==> config.mk <==
export PLATFORM = sky130hd
export DESIGN_NAME = sat_counter
export DESIGN_NICKNAME = d
export VERILOG_FILES = /design/src/rtl/sat_counter.sv
export SDC_FILE = /design/constraint.sdc
export NUM_CORES = 1
export LEC_CHECK = 0
export BUFFER_PORTS_ARGS = -buffer_cell sky130_fd_sc_hd__buf_2
export CORE_MARGIN = 4
export CORE_UTILIZATION = 40
export CTS_BUF_LIST = sky130_fd_sc_hd__clkbuf_8
export DETAILED_ROUTE_END_ITERATION = 16
export PLACE_DENSITY = 0.68
export SLEW_MARGIN = 40
export SYNTH_ARGS = -nofsm -noshare
export SYNTH_HDL_FRONTEND = slang
export SYNTH_SLANG_ARGS = --single-unit
==> constraint.sdc <==
create_clock -name clk -period 2.35 [get_ports clk]
set_clock_uncertainty 0.1 [all_clocks]
set_input_delay 0.1175 -clock clk [delete_from_list [all_inputs] [get_ports clk]]
set_output_delay 0.1175 -clock clk [all_outputs]
set_load 0.02 [all_outputs]
==> src/rtl/sat_counter.sv <==
// Saturating up-counter with synchronous clear; also exposes the next-state
// value so a caller can act on the count including the current increment.
module sat_counter #(
  parameter int W = 16
) (
  input  logic         clk,
  input  logic         rst_n,
  input  logic         clr_i,
  input  logic         en_i,
  output logic [W-1:0] count_o,
  output logic [W-1:0] count_next_o
);

  logic [W-1:0] count_q;
  logic [W-1:0] count_d;

  always_comb begin
    count_d = count_q;
    if (clr_i) begin
      count_d = '0;
    end else if (en_i && (count_q != {W{1'b1}})) begin
      count_d = count_q + W'(1);
    end
  end

  always_ff @(posedge clk or negedge rst_n) begin
    if (!rst_n) begin
      count_q <= '0;
    end else begin
      count_q <= count_d;
    end
  end

  assign count_o      = count_q;
  assign count_next_o = count_d;

endmodule

Yosys cells after proc, flatten, opt, wreduce, memory -nomap -nowiden
Cells that the tools add are included.
{ "op_classes": {"addsub": 1, "n_eq_ne": 1, "muxes": 2, "reduce_logical": 1} }
{ "ops": {"columns": ["operator", "n"], "rows": [
  ["$mux 16", 2],
  ["$add 16x1->16 const B", 1],
  ["$ne 16x16->1 const B", 1],
  ["$logic_and 1x1->1", 1]
]} }
{ "word_totals": {"reg_bits": 16, "input_bits": 4, "output_inout_bits": 32, "word_cells": 6} }

Logic depth before layout (Yosys ltp)
Gate-level depths: netlist of the first run.
{ "logic_depth": {"ltp_word": 4, "depth_mapped": 6, "mapped_depth_nobuf": 5} }

Worst setup path after synthesis of the first run
No wires, ideal clock.
{ "synth_timing": {"kind": "register to register", "from": "register count_q[0], in the netlist count_o[0]", "to": "register count_q[15], in the netlist count_o[15]", "setup_time_ns": 0.190, "arrival_ns": 2.182, "required_time_ns": 2.060, "slack_ns": -0.122, "path_stages_with_launch": 7, "path_buffers": 1, "synth_period_minus_slack_ns": 2.472, "path_cell_list": "dfrtp_1 -> ha_1 -> nand4_1 -> nor4_2 -> buf_4 -> nor4b_1 -> a211oi_1"} }
{ "synth_between": {"elab_chain_cells": 4, "word_cells_on_any_way": 5, "classes_between": "add/sub (1); eq/ne (1); mux (2); reduce/logical (1)"} }
{ "synth_rtl": {"columns": ["element", "line_no", "rtl"], "rows": [
  ["start, declared", "14", "logic [W-1:0] count_q;"],
  ["start signal, assigned", "30", "count_q <= count_d;"],
  ["parallel branches: the longest is 2 deep, another holds $add 16x1->16", null, null],
  ["$mux 16 (*)", "21", "end else if (en_i && (count_q != {W{1'b1}})) begin"],
  ["$mux 16 (*)", "19", "if (clr_i) begin"],
  ["net count_next_o[15]", "11", "output logic [W-1:0] count_next_o"]
]} }
Mark *: on every way through the listed nets, which the timed path passes.

Worst setup path in the final report of the first run
{ "layout_timing": {"from": "register count_q[1], in the netlist count_o[1]", "to": "output count_next_o[3]"} }
{ "layout_between": {"elab_chain_cells": 4, "word_cells_on_any_way": 5, "classes_between": "add/sub (1); eq/ne (1); mux (2); reduce/logical (1)"} }
{ "layout_rtl": {"columns": ["element", "line_no"], "rows": [
  ["parallel branches: the longest is 2 deep, another holds $add 16x1->16", null],
  ["$mux 16 (*)", "21"],
  ["$mux 16 (*)", "19"],
  ["end, declared", "11"]
]} }
Every way passes the cells marked *.

==> results.py, run 1 <==
metrics = {
    "drt": {
        "viasPerCell": 5.529,
        "drc": 0,
        "drt-total-wl_microns": 2491,
        "vias": 951,
        "antenna_violating_nets_post_route": 0,
        "dr.pass1.iters": 4,
        "first_iter_violations": 22,
        "wl_per_cell_microns": 14.48,
    },
    "global_routing": {
        "track_usage_pct": 16.96,
        "antenna_found_initial": 0,
        "grt_pass1_vias": 851,
        "grt_pass1_wl_microns": 3801,
        "grtUsageMet2_pct": 29.13,
        "grt_max_degree": 17,
        "overflow": 0,
        "grt_util_met1_pct": 21.49,
        "met3_usage_pct": 2.413,
        "busiest_layer": "met2",
    },
    "cells_and_area": {
        "largest_register_ffs": 16,
        "layout-drive-gt1-share_pct": 51.03,
        "post-route-util_pct": 66.85,
        "fin_area_sq_um": 1365,
        "fin_cells": 172,
        "fillerInstances": 179,
        "diodes": 0,
        "area_growth_pct": 53.66,
        "fin_nets": 151,
    },
    "sta": {
        "fin_crit_ns": 2.365,
        "final-max-slew-violation-count": 0,
        "tns_ns": -0.01805,
        "hold_viol_final": 0,
        "rsz0062_at_grt": "true",
        "finalCritPeriodShare_pct": 100.6,
        "setup_ws_ns": -0.01508,
        "max_freq_ghz": 0.4228,
        "relSlewSlack_pct": 72.36,
        "finalSetupViolCount": 2,
        "tightest_slew_ns": 0.4132,
    },
    "place": {
        "place_hpwl_microns": 1681,
        "portBuffers": 35,
        "dp_cells": 159,
        "dp_slack_ns": 0.1913,
        "postPlaceCellArea_sq_um": 1161,
        "gp_congestion": 0.7675,
    },
    "floorplanning": {
        "num_io_pins": 36,
        "dieArea_sq_um": 3039,
        "die_h_microns": 55.13,
        "core_area_sq_um": 2042,
        "num_rows": 16,
        "start_util_pct": 43.50,
        "die_w_microns": 55.13,
    },
    "worst_setup_path": {
        "required_ns": 2.13,
        "crit_fanout": 5,
        "cp_data_arrival_time_ns": 2.15,
        "start_kind": "register",
        "worst-r2r-setup-slack_ns": 0.28,
        "critPathKind": "reg -> out",
        "crit_path_end_kind": "output port",
    },
    "synth": {
        "syn-instance-count": 94,
        "synth_edf_count": 0,
        "synth_area_sq_um": 888.4,
        "synth_cell_type_count": 31,
        "synthFlopType": "dfrtp_1",
        "synth_top_area_share_pct": 45.07,
        "ys_ff_latch": 16,
        "async_flop_share_pct": 100.0,
        "syn_avg_cell_area_sq_um": 9.451,
        "yosys-top-cells-area": "dfrtp_1, a21oi_1, nor3_1",
        "synth-seq-area-share_pct": 45.07,
        "synth_largest_area_cell": "dfrtp_1",
        "yosysWarnings": 0,
        "syn_nets": 99,
    },
    "cts": {
        "cts_sinks": 16,
        "cts_tree": "yes",
        "clk_latency_ns": 0.25,
        "numCtsBuffers": 3,
        "cts_buffer_depth": 2,
        "cts_max_level": 1,
        "clk_pin_slew_ns": 0.07,
        "cts-root-buf": "clkbuf_8",
    },
    "run_status": {
        "status": "complete, but fails checks",
        "violations": "setup timing",
    },
    "power_and_ir_drop": {
        "netSwitchingFraction_pct": 23.43,
        "p_int_mw": 0.4538,
        "vdd_drop_max_mv": 0.2736,
        "power_frac_clock_pct": 41.7,
        "p_comb_share_pct": 10.5,
        "pwr-share-seq_pct": 47.8,
        "p_leak_nw": 0.6415,
        "power.density_nw_per_um2": 434.1,
        "p_sw_mw": 0.1388,
    },
    "worst_hold_path": {
        "hp-class": "in -> async",
    },
    "flow_run": {
        "cap_violations": 0,
    },
}
-- synthesized netlist by cell type (2+ instances only) --
master	number
nor2_1	5
o31ai_1	4
o21ai_0	4
nor3_1	6
nand2b_1	2
mux2i_1	2
a211oi_1	3
nand3_1	4
nand2_1	6
and3_1	2
nand4_1	4
dfrtp_1	16
or4_1	4
a21oi_1	9
inv_1	4
a31oi_1	2
or3_1	3
-- power groups by stage --
stage                     Combinational [mW]  Clock (mW)  Sequential [mW]
final                                 0.0624       0.247            0.283
after global routing                  0.0692       0.268            0.284
after CTS                             0.0506       0.255            0.282
after detailed placement              0.0450           0            0.288
after global placement                0.0444           0            0.287
after floorplan                       0.0215           0            0.292
-- metal layers --
layer	routed length, microns	vias to the layer above
met1	1074	458
li1	-	461
met5	0	-
met4	0	0
met3	144	0
met2	1272	32
-- path summary, 6_finish.rpt --
| path | start | end | depth (start not counted) |
|---|---|---|---|
| worst max-delay path | count_o[1] | count_next_o[3] | 8 |
| worst min-delay path | rst_n | count_o[15] | 2 |
| worst max register to register | count_o[1] | count_o[3] | 8 |
| worst min register to register | count_o[15] | count_o[15] | 2 |
| max in group asynchronous | rst_n | count_o[9] | 2 |
| min in group clk | en_i | count_o[2] | 4 |
-- layout make-up --
type	instances	area (sq um)	share of cell area, %
clock buffer	4	55.05	4.033
inverter	4	15.01	1.100
multi-input combinational	71	540.5	39.60
sequential	16	402.9	29.51
tap	27	33.78	2.475
timing repair buffer	50	317.8	23.28
-- per-stage QoR --
stage	total power, mW	hold slack (ns)
final	0.5926	0.2003
after floorplan	0.3135	-0.2781
after global routing	0.6205	0.2205
after global placement	0.3318	-0.05010
after detailed placement	0.3328	-0.04252
after CTS	0.5870	0.1900
-- critical path: stages (launching register included) --
cell and delay, ns:
dfrtp_1 0.41, ha_4 0.16, nand4_1 0.17, buf_6 0.18, o41ai_4 0.46, buf_4 0.19
or3_4 0.11, a21oi_2 0.05, buf_4 0.17
-- placed cells by master (no fill, tap or decap), drive strengths merged --
| cell | netlist | final |
|---|---|---|
| a211oi | 3 | 3 |
| a21oi | 9 | 9 |
| a311oi | 1 | 1 |
| a31oi | 2 | 2 |
| and2 | 1 | 1 |
| and3 | 2 | 2 |
| and4b | 1 | 1 |
| buf | 2 | 49 |
| clkbuf | 1 | 4 |
| dfrtp | 16 | 16 |
| dlygate4sd3 | 0 | 1 |
| ha | 1 | 1 |
| inv | 4 | 4 |
| mux2i | 2 | 2 |
| nand2 | 6 | 6 |
| nand2b | 2 | 2 |
| nand3 | 5 | 5 |
| nand4 | 4 | 4 |
| nor2 | 5 | 5 |
| nor3 | 6 | 6 |
| nor4 | 2 | 2 |
| nor4b | 1 | 1 |
| o21ai | 4 | 4 |
| o31ai | 4 | 4 |
| o41ai | 1 | 1 |
| or2 | 1 | 1 |
| or3 | 3 | 3 |
| or4 | 4 | 4 |
| xor2 | 1 | 1 |
-- logic make-up (layout without fill, tap and decap cells) --
kind of cell / after synthesis / in the layout / share of synthesized area (%)
compound gates: 24 / 24 / 18.73
xor+xnor: 1 / 1 / 0.9861
fa+ha+maj: 1 / 1 / 1.408
buf+inv: 7 / 58 / 3.379
flops: 16 / 16 / 45.07
mux: 2 / 2 / 2.254
simple gates: 43 / 43 / 28.17
-- what timing repair did --
item | CTS | global route
buffers inserted | 1 | 7
hold buffers | 1 | 0
gates resized for setup | 5 | 19
pin swaps | 1 | 11
gates cloned | 0 | 0
endpoints found under the setup margin | 10 | 15
endpoints found under the hold margin | 16 | 0
Power figures use the tool's default switching activity.
==> inputs of run 2 (changes only) <==
CORE_MARGIN = unset   (was 4)
==> run 2 against run 1 <==
Effect of this change: the run now ends clean; register-to-register slack better by 0.21 ns; die area down 21%; maximum frequency up 2.7%; largest power group unchanged; flip-flop and latch count unchanged; clock-buffer cell count down 1; non-clock buffer count down 3; power down 8.6%; cell count down 2.3%.
==> results.py, run 2 (synthesized netlist as in run 1, its figures left out) <==
metrics = {
    "run_status": {
        "status": "finished clean",
    },
    "cts": {
        "clk_pin_slew_ns": 0.06,
        "numCtsBuffers": 3,
        "cts_tree": "yes",
        "cts_buffer_depth": 2,
        "cts_max_level": 1,
        "clk_latency_ns": 0.24,
        "cts-root-buf": "clkbuf_8",
        "cts_sinks": 16,
    },
    "global_routing": {
        "grt_pass1_vias": 815,
        "grt_pass1_wl_microns": 3753,
        "track_usage_pct": 20.11,
        "overflow": 0,
        "antenna_found_initial": 0,
        "grt_max_degree": 17,
    },
    "power_and_ir_drop": {
        "vdd_drop_max_mv": 0.3944,
        "power.density_nw_per_um2": 415.5,
        "p_leak_nw": 0.6092,
    },
    "worst_setup_path": {
        "start_kind": "register",
        "required_ns": 2.13,
        "crit_chain": "ha_4, nand4_1, buf_4, nor4_2, buf_4, nor2_1, a311oi_2, buf_4",
        "cp_data_arrival_time_ns": 2.09,
        "crit_fanout": 5,
        "critPathSlowestCell": "dfrtp_1",
        "r2r-end": "count_o[1]",
        "critical_path.most_common_cell": "buf_4",
        "cpPeakStageDelay_ns": 0.39,
        "crit_path_end_kind": "output port",
        "critPathKind": "reg -> out",
        "r2r_cells": 7,
        "r2r_start": "count_o[0]",
        "worst-r2r-setup-slack_ns": 0.49,
    },
    "flow_run": {
        "cap_violations": 0,
    },
    "drt": {
        "antenna_violating_nets_post_route": 0,
        "wl_per_cell_microns": 14.05,
        "vias": 919,
        "viasPerCell": 5.470,
        "dr.pass1.iters": 4,
        "drc": 0,
        "first_iter_violations": 17,
        "drt-total-wl_microns": 2361,
    },
    "floorplanning": {
        "num_rows": 16,
        "die_h_microns": 49.13,
        "core_area_sq_um": 2022,
        "num_io_pins": 36,
        "start_util_pct": 43.94,
        "die_w_microns": 49.13,
        "dieArea_sq_um": 2413,
    },
    "cells_and_area": {
        "diodes": 0,
        "seq_area_sq_um": 402.9,
        "multi_input_area_sq_um": 530.5,
        "fillerInstances": 166,
        "layout-drive-gt1-share_pct": 48.23,
        "final_common_cell": "buf_2",
        "fin_area_sq_um": 1304,
        "fin_nets": 148,
        "area_growth_pct": 46.76,
        "final_cell_mix": "buf_2, buf_4, dfrtp_1",
        "largest_register_ffs": 16,
    },
    "sta": {
        "tns_ns": 0,
        "final-max-slew-violation-count": 0,
        "rsz0062_at_grt": "true",
        "relSlewSlack_pct": 69.64,
        "finalCritPeriodShare_pct": 97.99,
        "hold_viol_final": 0,
        "finalSetupViolCount": 0,
        "tightest_slew_ns": 0.4519,
        "max_freq_ghz": 0.4343,
        "fin_crit_ns": 2.303,
    },
    "place": {
        "postPlaceCellArea_sq_um": 1161,
        "gp_congestion": 0.7729,
        "portBuffers": 35,
        "place_hpwl_microns": 1655,
    },
    "worst_hold_path": {
        "hp-class": "in -> async",
    },
}
[run 2: cell types whose count changed in the layout (fill, tap and decap cells not counted), sizes merged]
cell / change
clkbuf: -1
buf: -3
[run 2: per-stage QoR]
step                hold slack [ns]  util [%]  setup slack (ns)  std cells  total power [mW]
detailed placement         -0.04903     57.43            0.1037        159            0.3333
CTS                          0.1934     62.38         0.0008216        165            0.5442
finish                       0.2063     64.48           0.04722        168            0.5417
global route                 0.2259     64.48          -0.03367        168            0.5634
floorplan                   -0.2781         -           0.02290         94            0.3135
global placement           -0.05089     57.43            0.2056        159            0.3315
[run 2: report_power, final]
part	leakage, nW	total, mW	internal (mW)	switching (mW)
logic	0.369	0.0571	0.0209	0.0362
clock network	0.0216	0.201	0.114	0.0879
registers	0.219	0.283	0.279	0.00411
[run 2: what timing repair did]
action                                 CTS  global route
hold buffers                             1             0
pin swaps                                1             4
gates resized for setup                  8             7
setup buffers                            2             3
setup endpoints to repair               10            14
endpoints found under the hold margin   16             0
[run 2: layer usage]
metal | track usage (%) | part of all wire [%]
met1 | 26.23 | 45
met2 | 34.02 | 50
met3 | 4.984 | 5.1
met4 | 2.941 | 0.21
met5 | 0 | 0
[run 2: critical path: cells and delay by family (launching register included)]
family / cells / cell delay [ns]
compound gates: 1 / 0.29
buf+inv: 3 / 0.57
fa+ha+maj: 1 / 0.17
simple gates: 3 / 0.43
flops: 1 / 0.39
[run 2: cell type report]
type	instances	area share, %
well taps	27	2.591
flip-flops and latches	16	30.90
multi-input cells	71	40.69
clock buffers	3	3.167
repair buffers	47	21.50
inverters	4	1.152
[run 2: how the worst max path moves through the flow]
stage,from,end,slack (ns),depth (start not counted)
6_report,count_o[0],count_next_o[12],0.05,8
5_1_grt,count_o[12],count_next_o[5],-0.03,7
4_1_cts,count_o[2],count_next_o[9],0.0008,6
3_5_place_dp,count_o[0],count_next_o[5],0.10,7
3_3_place_gp,count_o[0],count_next_o[5],0.21,7
2_1_floorplan,count_o[0],count_o[12],0.02,5
==> inputs of run 3 (changes only) <==
ABC_AREA = 1   (was unset)
CORE_MARGIN = 3   (was unset)
clock period = 1.9 ns   (was 2.35 ns; I/O delays follow)
==> run 3 against run 2 <==
Effect of this change: the flow now finishes with violations (setup timing); combinational power rose by 94%; clock-buffer cell count did not move; critical path depth rose by 3; critical endpoint is now count_next_o[10]; via count rose by 46%; sequential share of layout area fell by 9.2 points; flip-flop and latch count did not move; largest power group unchanged; highest routed layer unchanged; worst setup slack got worse by 0.17 ns; clock power rose by 30%; routed wire length rose by 63%; die area rose by 41%; synthesized cell count rose by 64%; utilization rose by 9.2 points.
==> results.py, run 3 <==
metrics = {
    "run_status": {
        "status": "complete, but fails checks",
        "violations": "setup timing",
    },
    "drt": {
        "dr.pass1.iters": 4,
        "vias": 1340,
        "first_iter_violations": 49,
        "wl_per_cell_microns": 15.66,
        "viasPerCell": 5.447,
        "antenna_violating_nets_post_route": 0,
        "drc": 0,
        "drt-total-wl_microns": 3853,
    },
    "cells_and_area": {
        "final_cell_mix": "nand2_1, buf_4, buf_2",
        "diodes": 0,
        "fin_area_sq_um": 1876,
        "final_common_cell": "nand2_1",
        "fin_nets": 223,
        "layout-drive-gt1-share_pct": 58.80,
        "fin_cells": 246,
        "largest_register_ffs": 16,
        "area_growth_pct": 70.92,
    },
    "place": {
        "place_hpwl_microns": 2030,
        "portBuffers": 35,
        "postPlaceCellArea_sq_um": 1310,
        "gp_congestion": 0.8633,
        "dp_cells": 220,
    },
    "synth": {
        "synth_top_area_share_pct": 36.49,
        "yosys-top-cells-area": "dfrtp_1, nand2_1, nor2_1",
        "synthTopCellsByCount": "nand2_1, nor2_1, inv_1, dfrtp_1, nand3_1",
        "yosysWarnings": 0,
        "syn_nets": 159,
        "synth_cell_type_count": 20,
        "syn-instance-count": 154,
        "ys_ff_latch": 16,
        "synthFlopType": "dfrtp_1",
        "synth-seq-area-share_pct": 36.49,
        "synth_area_sq_um": 1097,
        "syn_avg_cell_area_sq_um": 7.125,
        "synth_largest_area_cell": "dfrtp_1",
        "synth_most_common_cell": "nand2_1",
        "async_flop_share_pct": 100.0,
        "synth_edf_count": 0,
    },
    "cts": {
        "cts-root-buf": "clkbuf_8",
        "clk_pin_slew_ns": 0.07,
        "cts_sinks": 16,
        "cts_buffer_depth": 2,
        "cts_max_level": 1,
        "numCtsBuffers": 3,
        "cts_tree": "yes",
        "clk_latency_ns": 0.25,
    },
    "sta": {
        "rsz0062_at_grt": "true",
        "fin_hold_ws_ns": 0.1852,
        "fin_crit_ns": 2.023,
        "max_freq_ghz": 0.4943,
        "tightest_slew_ns": 0.3665,
        "hold_viol_final": 0,
        "tns_ns": -1.017,
        "final-max-slew-violation-count": 0,
        "relSlewSlack_pct": 75.57,
        "finalCritPeriodShare_pct": 106.5,
        "setup_ws_ns": -0.1229,
        "finalSetupViolCount": 16,
    },
    "worst_setup_path": {
        "crit_path_end_kind": "output port",
        "critPathSlowestCell": "dfrtp_1",
        "crit_chain": "ha_4, nand2_4, nor2_4, buf_12, nand3_1, nor2_2, nand2_1, nand2_1, nand2_1, nor2_2, buf_4",
        "cp_top_family": "simple AND/OR/NAND/NOR gates",
        "required_ns": 1.70,
        "critical_path.most_common_cell": "nand2_1",
        "start_kind": "register",
        "critPathKind": "reg -> out",
        "cpPeakStageDelay_ns": 0.41,
        "crit_fanout": 5,
        "critical_path_buf_inv_count": 2,
        "cp_data_arrival_time_ns": 1.83,
    },
    "floorplanning": {
        "die_w_microns": 58.38,
        "die_h_microns": 58.38,
        "dieArea_sq_um": 3408,
        "num_rows": 18,
        "start_util_pct": 43.12,
        "core_area_sq_um": 2545,
        "num_io_pins": 36,
    },
    "power_and_ir_drop": {
        "vdd_drop_max_mv": 0.4449,
        "p_leak_nw": 0.9479,
        "power.density_nw_per_um2": 386.9,
        "p_total_mw": 0.7257,
    },
    "global_routing": {
        "track_usage_pct": 20.58,
        "grt_pass1_wl_microns": 5340,
        "overflow": 0,
        "grt_max_degree": 17,
        "antenna_found_initial": 0,
        "grt_pass1_vias": 1232,
    },
    "worst_hold_path": {
        "hp-class": "in -> async",
    },
    "flow_run": {
        "cap_violations": 0,
    },
}
run 3: worst register-to-register path, cell delays in order, from the launching register on:
cell,delay (ns)
dfrtp_1,0.41
ha_4,0.19
buf_4,0.11
nand3_2,0.07
nor2_4,0.12
nand2_2,0.09
nor2_4,0.13
nand3_2,0.08
nor2b_4,0.14
buf_4,0.13
run 3: worst paths after layout:
path / cells past startpoint / end / slack [ns] / from
worst min-delay path: 2 / count_o[5] / 0.19 / rst_n
min in group clk: 5 / count_o[12] / 0.19 / en_i
worst max register to register: 9 / count_o[14] / 0.24 / count_o[1]
max in group asynchronous: 2 / count_o[2] / 1.23 / rst_n
worst min register to register: 2 / count_o[8] / 0.54 / count_o[8]
worst max-delay path: 11 / count_next_o[10] / -0.12 / count_o[1]
run 3: metrics by stage:
stage	setup slack, ns	utilization [%]
after floorplan	0.01189	-
after global placement	0.09605	51.47
after detailed placement	0.03396	51.47
after CTS	-0.1104	62.05
after global routing	-0.2457	73.70
final	-0.1229	73.70
run 3: kinds of logic after synthesis:
family,share of synthesized area (%)
xor gates and xnor gates,0.7983
buffers and inverters,9.236
adders and majority gates,1.140
DFF,36.49
AOI/OAI and AO/OA,5.701
and+or+nand+nor,46.64
run 3: report_power, final:
part	total, mW	switching [mW]	internal (mW)
Combinational	0.111	0.0671	0.0439
Sequential	0.353	0.00744	0.346
Clock	0.261	0.120	0.141
Total	0.726	0.195	0.531
run 3: what timing repair did:
action / in CTS / in global routing
setup endpoints to repair: 16 / 16
gates cloned: 3 / 0
gates resized for setup: 31 / 56
pin swaps: 11 / 21
buffers inserted: 8 / 11
hold endpoints to repair: 18 / 0
hold buffers: 2 / 0
run 3: routing by layer:
metal  GRT usage [%]  up-vias  part of all wire (%)
met3           3.947       18                   5.6
met1           25.69      637                    41
met5               0        -                     0
li1                -      620                     -
met2           32.85       65                    49
met4           12.25        0                   4.4
run 3: cell type report:
| class | count | area, sq um |
|---|---|---|
| Multi-Input combinational cell | 119 | 834.6 |
| Timing Repair Buffer | 59 | 480.5 |
| Clock buffer | 3 | 41.29 |
| Inverter | 19 | 75.07 |
| Fill cell | 185 | 669.4 |
| Tap cell | 30 | 37.54 |
| Sequential cell | 16 | 406.6 |
